<file path="src/rtl/rf_lx_sb.sv">
// Register file with load-extract unit, write-to-read bypass and busy scoreboard.
// Latency: reads and extraction are combinational; writes, busy bits and LErr update on the next clk edge.
// Backpressure: none; every cycle accepts one write and one busy-set, and a misaligned half load is dropped and flagged.
module rf_lx_sb #(
  parameter int DATA_W = 32,
  parameter int NREG   = 32,
  parameter int BYPASS = 1,
  localparam int AW    = $clog2(NREG)
) (
  input  logic              clk,
  input  logic              rst,
  input  logic              RFWr,
  input  logic [AW-1:0]     A3,
  input  logic [DATA_W-1:0] WD,
  input  logic [2:0]        LMode,
  input  logic [1:0]        LOff,
  input  logic              BSet,
  input  logic [AW-1:0]     BAddr,
  input  logic [AW-1:0]     A1,
  input  logic [AW-1:0]     A2,
  output logic [DATA_W-1:0] RD1,
  output logic [DATA_W-1:0] RD2,
  output logic              Busy1,
  output logic              Busy2,
  output logic              LErr,
  input  logic [AW-1:0]     reg_sel,
  output logic [DATA_W-1:0] reg_data
);

  localparam logic [2:0] LM_LB  = 3'b001;
  localparam logic [2:0] LM_LBU = 3'b010;
  localparam logic [2:0] LM_LH  = 3'b011;
  localparam logic [2:0] LM_LHU = 3'b100;
  localparam bit         BYP    = (BYPASS != 0);

  logic [DATA_W-1:0] rf [NREG];
  logic [NREG-1:0]   busy;
  logic [7:0]        byte_lane;
  logic [15:0]       half_lane;
  logic [DATA_W-1:0] ext;
  logic              mis;
  logic              we;
  logic              bset_ok;

  assign byte_lane = WD[{LOff, 3'b000} +: 8];
  assign half_lane = WD[{LOff[1], 4'b0000} +: 16];

  // Half loads need an even byte offset; an odd one is treated as misaligned.
  assign mis     = ((LMode == LM_LH) || (LMode == LM_LHU)) && LOff[0];
  assign we      = RFWr && (A3 != '0) && !mis;
  assign bset_ok = BSet && (BAddr != '0);

  // Lane select and sign/zero extension of the incoming load word.
  always_comb begin
    ext = WD;
    case (LMode)
      LM_LB:   ext = {{(DATA_W-8){byte_lane[7]}}, byte_lane};
      LM_LBU:  ext = {{(DATA_W-8){1'b0}}, byte_lane};
      LM_LH:   ext = {{(DATA_W-16){half_lane[15]}}, half_lane};
      LM_LHU:  ext = {{(DATA_W-16){1'b0}}, half_lane};
      default: ext = WD;
    endcase
  end

  // Register array, scoreboard and misalignment flag; a busy-set lands after the write clear.
  always_ff @(posedge clk) begin
    if (rst) begin
      for (int i = 0; i < NREG; i++) rf[i] <= '0;
      busy <= '0;
      LErr <= 1'b0;
    end else begin
      if (we) begin
        rf[A3]   <= ext;
        busy[A3] <= 1'b0;
      end
      if (bset_ok) busy[BAddr] <= 1'b1;
      LErr <= mis;
    end
  end

  // Read port 1 with optional same-cycle bypass of the extracted value.
  always_comb begin
    RD1   = rf[A1];
    Busy1 = busy[A1];
    if (A1 == '0) begin
      RD1   = '0;
      Busy1 = 1'b0;
    end else if (BYP && we && (A3 == A1)) begin
      RD1 = ext;
      if (!(bset_ok && (BAddr == A1))) Busy1 = 1'b0;
    end
  end

  // Read port 2, same rules as port 1.
  always_comb begin
    RD2   = rf[A2];
    Busy2 = busy[A2];
    if (A2 == '0) begin
      RD2   = '0;
      Busy2 = 1'b0;
    end else if (BYP && we && (A3 == A2)) begin
      RD2 = ext;
      if (!(bset_ok && (BAddr == A2))) Busy2 = 1'b0;
    end
  end

  // Debug port for the board display shows stored state only.
  assign reg_data = (reg_sel == '0) ? '0 : rf[reg_sel];

`ifndef SYNTHESIS
  // Simulation trace of each committed write.
  always_ff @(posedge clk) begin
    if (!rst && we) $display("rf_lx_sb: r%0d <= %h", A3, ext);
  end
`endif

endmodule

</file>
<file path="config.mk">
export PLATFORM = sky130hd
export DESIGN_NAME = rf_lx_sb
export DESIGN_NICKNAME = d
export VERILOG_FILES = /design/src/rtl/rf_lx_sb.sv
export SDC_FILE = /design/constraint.sdc
export NUM_CORES = 2
export LEC_CHECK = 0
export ABC_AREA = 1
export CORE_ASPECT_RATIO = 0.7
export CORE_UTILIZATION = 30
export DETAILED_ROUTE_END_ITERATION = 12
export PLACE_DENSITY_LB_ADDON = 0.12
export SYNTH_ARGS = -nofsm -noshare
export SYNTH_HDL_FRONTEND = slang
export SYNTH_SLANG_ARGS = --single-unit
</file>
<file path="constraint.sdc">
create_clock -name clk -period 4.1 [get_ports clk]
set_clock_uncertainty 0.05 [all_clocks]
set_input_delay 0.615 -clock clk [delete_from_list [all_inputs] [get_ports clk]]
set_output_delay 0.615 -clock clk [all_outputs]
set_load 0.01 [all_outputs]
</file>
==> out/qor.tcl <==
set qor(minimum_period_implied_by_the_final_worst_setup_slack_ns) 4.08
set qor(via_count) 77500
set qor(cts_setup_buffers) 0
set qor(detail-route-antenna-nets) 0
set qor(globalRouteOverflowTotal) 0
set qor(synthXorXnorAreaFrac_pct) 0.200
set qor(cts-root-buf) {sky130_fd_sc_hd__clkbuf_16}
set qor(synth_top_area_cell) {sky130_fd_sc_hd__edfxtp_1}
set qor(crit-reg2reg-launch) {busy[7]$_SDFF_PP0_}
set qor(finished_layout_cell_area_um2) 82100
set qor(critPathLaunch) {WD[7]}
set qor(switching_power_mw) 10.5
set qor(row_count) 147
set qor(rr_endpoint) {busy[7]$_SDFF_PP0_}
set qor(drt_pass1_iterations) 9
set qor(htree_num_levels) 3
set qor(via_per_inst) 5.99
set qor(cts-root-to-sink-buffers) 3
set qor(routed_wl_mm) 413
set qor(overall_global_routing_usage_pct) 34.2
set qor(starting_density_of_the_core_pct) 30.3
set qor(final-instance-count-excl-fill) 12900
set qor(insertion_delay_ns) 0.77
set qor(drv_slew) 0
set qor(sw_frac_of_total_pct) 33.4
set qor(vert_die_dim_um) 406
set qor(routed_wire_length_per_instance_um) 31.9
set qor(worst_pin_slew_ns) 1.19
set qor(holdWs_ns) 0.435
set qor(synth_fa_ha_area_share_pct) 0
set qor(rsz0062_at_grt) {false}
set qor(setup.reg_to_reg.worst_slack_ns) 3.41
set qor(combinational_family_with_the_most_area_after_synthesis) {simple AND/OR/NAND/NOR gates}
set qor(synth_largest_type_area_fraction_pct) 44.0
set qor(cts.clk_slew.worst_paths_ns) 0.06
set qor(ys_seq_area_share_pct) 44.9
set qor(postSynthRegisterBits) 1057
set qor(worst-endpoint-arrival_ns) 3.42
set qor(worst-setup-path-type) {primary input to output port}
set qor(hold_violations) 0
set qor(post_dp_cell_area_um2) 78100
set qor(cts_made_buffers) 119
set qor(antenna_found_initial) 25
set qor(startpoint_type) {primary input}
set qor(drt_first_iter_violations) 14200
set qor(max-slew-margin-rel_pct) 20.7
set qor(area_growth_pct) 17.4
set qor(most-common-layout-cells) {sky130_fd_sc_hd__nand2_1, sky130_fd_sc_hd__nand3_1, sky130_fd_sc_hd__nor2_1, sky130_fd_sc_hd__edfxtp_1, sky130_fd_sc_hd__buf_4}
set qor(period_utilization_pct) 99.6
set qor(yosysWarningCount) 0
set qor(io_buffer_count) 164
set qor(r2r.worst_path.cells) 2
set qor(cts_tree) {done}
set qor(critPathRequiredTime_ns) 3.43
set qor(core_area_um2) 230000
set qor(end_kind) {output port}
set qor(critPathCapture) {RD2[30]}
set qor(floorplan.die_area_um2) 235000
set qor(netlist_top_cells_area) {sky130_fd_sc_hd__edfxtp_1, sky130_fd_sc_hd__nand3_1, sky130_fd_sc_hd__nand2_1, sky130_fd_sc_hd__nor2_1, sky130_fd_sc_hd__buf_2}
set qor(power.combinational.fraction_pct) 22.5
set qor(power_density_nw_per_um2) 383
set qor(synthSimpleGateAreaFrac_pct) 43.0
set qor(layout_commonest_cell) {sky130_fd_sc_hd__nand2_1}
set qor(fin_nets) 9851
set qor(ir_worst_vdd_uv) 363
set qor(grt_start_max_net_pins) 91
set qor(place.detailed.instances) 12700
set qor(dpl.hpwl_mm) 251
set qor(drive_gt1_share_pct) 8.62
set qor(sequentialPowerShare_pct) 41.1
set qor(static-leakage-power_nw) 33.2
set qor(avgSynthCellArea_um2) 7.09
set qor(netlist-cell-type-count) 41
set qor(post-route-drc-count) 0
set qor(synth.mux.area_fraction_pct) 0
set qor(final-setup-viol-count) 0
set qor(critPathMaxFanout) 7
set qor(clock_sinks) 1057
set qor(total_internal_power_mw) 20.9
set qor(synthesis.instances) 9855
set qor(compound_cell_area_share_of_the_yosys_netlist_pct) 4.82
set qor(p_total_mw) 31.4
set qor(outcome) {finished, final reports clean}
set qor(holdCritPathClass) {flip-flop to flip-flop}
set qor(chipWidth_um) 579
set qor(final_replace_weighted_congestion) 0.943
set qor(number_of_global_route_vias_before_repair) 69900
set qor(whs_path_depth) 2
set qor(pin_count) 165
set qor(grt_pass1_wl_mm) 566
set qor(synth.cell_area_um2) 69900
set qor(timing.max_cap.violations) 0
set qor(fmax_mhz) 245
set qor(clkPwrFrac_pct) 36.4
==> worst min path at each step <==
stage                          end  slack, ns                 from
6_report        busy[0]$_SDFF_PP0_       0.44   busy[0]$_SDFF_PP0_
5_1_grt        busy[17]$_SDFF_PP0_       0.47  busy[17]$_SDFF_PP0_
4_1_cts         busy[0]$_SDFF_PP0_       0.44   busy[0]$_SDFF_PP0_
3_5_place_dp    busy[0]$_SDFF_PP0_       0.43   busy[0]$_SDFF_PP0_
3_3_place_gp    busy[0]$_SDFF_PP0_       0.41   busy[0]$_SDFF_PP0_
2_1_floorplan   busy[0]$_SDFF_PP0_       0.38   busy[0]$_SDFF_PP0_
==> area by class of cell <==
type | count | area, um^2
clock inverter | 72 | 756
inverter | 205 | 847
clock buffer | 147 | 3170
fill | 23800 | 148000
antenna | 2 | 5.00
tap | 3054 | 3820
sequential | 1057 | 31400
multi-input combinational | 7713 | 34000
timing repair buffer | 689 | 8090
==> power by group through the flow <==
| stage | Combinational, mW | Clock [mW] | Sequential (mW) |
|---|---|---|---|
| after floorplan | 3.51 | 0 | 13.0 |
| after global placement | 6.79 | 0 | 13.1 |
| after detailed placement | 6.79 | 0 | 13.1 |
| after CTS | 6.81 | 11.5 | 12.9 |
| after global routing | 7.37 | 11.9 | 13.0 |
| final | 7.06 | 11.4 | 12.9 |
==> routing by layer <==
metal / GRT usage, % / routed length, um / vias up
met5: 0 / 80 / -
li1: - / - / 32900
met1: 48.8 / 171000 / 37200
met2: 46.3 / 159000 / 6429
met3: 10.3 / 60400 / 1037
met4: 16.0 / 21900 / 10
==> through the flow <==
step | TNS [ns] | utilization, % | setup WS (ns)
floorplan | 0 | - | 0.815
global placement | -0.884 | 33.9 | -0.227
detailed placement | -0.691 | 33.9 | -0.209
CTS | -0.0000524 | 35.6 | -0.0000524
global route | 0 | 35.6 | 0.0258
finish | 0 | 35.6 | 0.0166
==> cell families (layout without fill, tap and decap cells) <==
family	count (synthesis)	after routing
DFF	1057	1057
and+or+nand+nor	7052	7052
buffers and inverters	1116	1113
AOI/OAI and AO/OA	613	613
xor gates and xnor gates	16	16
other	1	34
==> flip-flops by register name, summed over array words and instances, names as in the netlist <==
register  flops
LErr          1
busy         32
rf         1024
==> Yosys cell counts (all sizes together) <==
| cell | count |
|---|---|
| nor3 | 8 |
| a21oi | 187 |
| edfxtp | 1024 |
| dfxtp | 33 |
| nand4 | 4 |
| clkbuf | 332 |
| nand2 | 3181 |
| o22ai | 35 |
| or2 | 11 |
| nand3 | 2527 |
| conb | 1 |
| o211ai | 57 |
| buf | 579 |
| o31ai | 23 |
| nor2 | 1319 |
| o22a | 2 |
| nand2b | 2 |
| xnor2 | 14 |
| xor2 | 2 |
| inv | 203 |
| o21ai | 300 |
| o221ai | 9 |
| clkinv | 2 |
==> worst max-delay path: stages <==
cell                              delay, ns
sky130_fd_sc_hd__clkdlybuf4s50_1       0.56
sky130_fd_sc_hd__o21ai_1               0.40
sky130_fd_sc_hd__nand2_1               0.19
sky130_fd_sc_hd__nand3_4               0.16
sky130_fd_sc_hd__nand3_1               0.16
sky130_fd_sc_hd__buf_12                0.18
sky130_fd_sc_hd__inv_1                 0.11
sky130_fd_sc_hd__a21oi_1               0.09
sky130_fd_sc_hd__buf_4                 0.20
sky130_fd_sc_hd__nand2_1               0.20
sky130_fd_sc_hd__inv_1                 0.07
sky130_fd_sc_hd__clkdlybuf4s50_1       0.48
==> repair_timing <==
| action | CTS | global route |
|---|---|---|
| resized for setup | 5 | 13 |
| endpoints found under the setup margin | 8 | 27 |
| hold buffers | 0 | 0 |
| cloned | 0 | 0 |
Note: power is estimated with default switching activity, not from simulation.
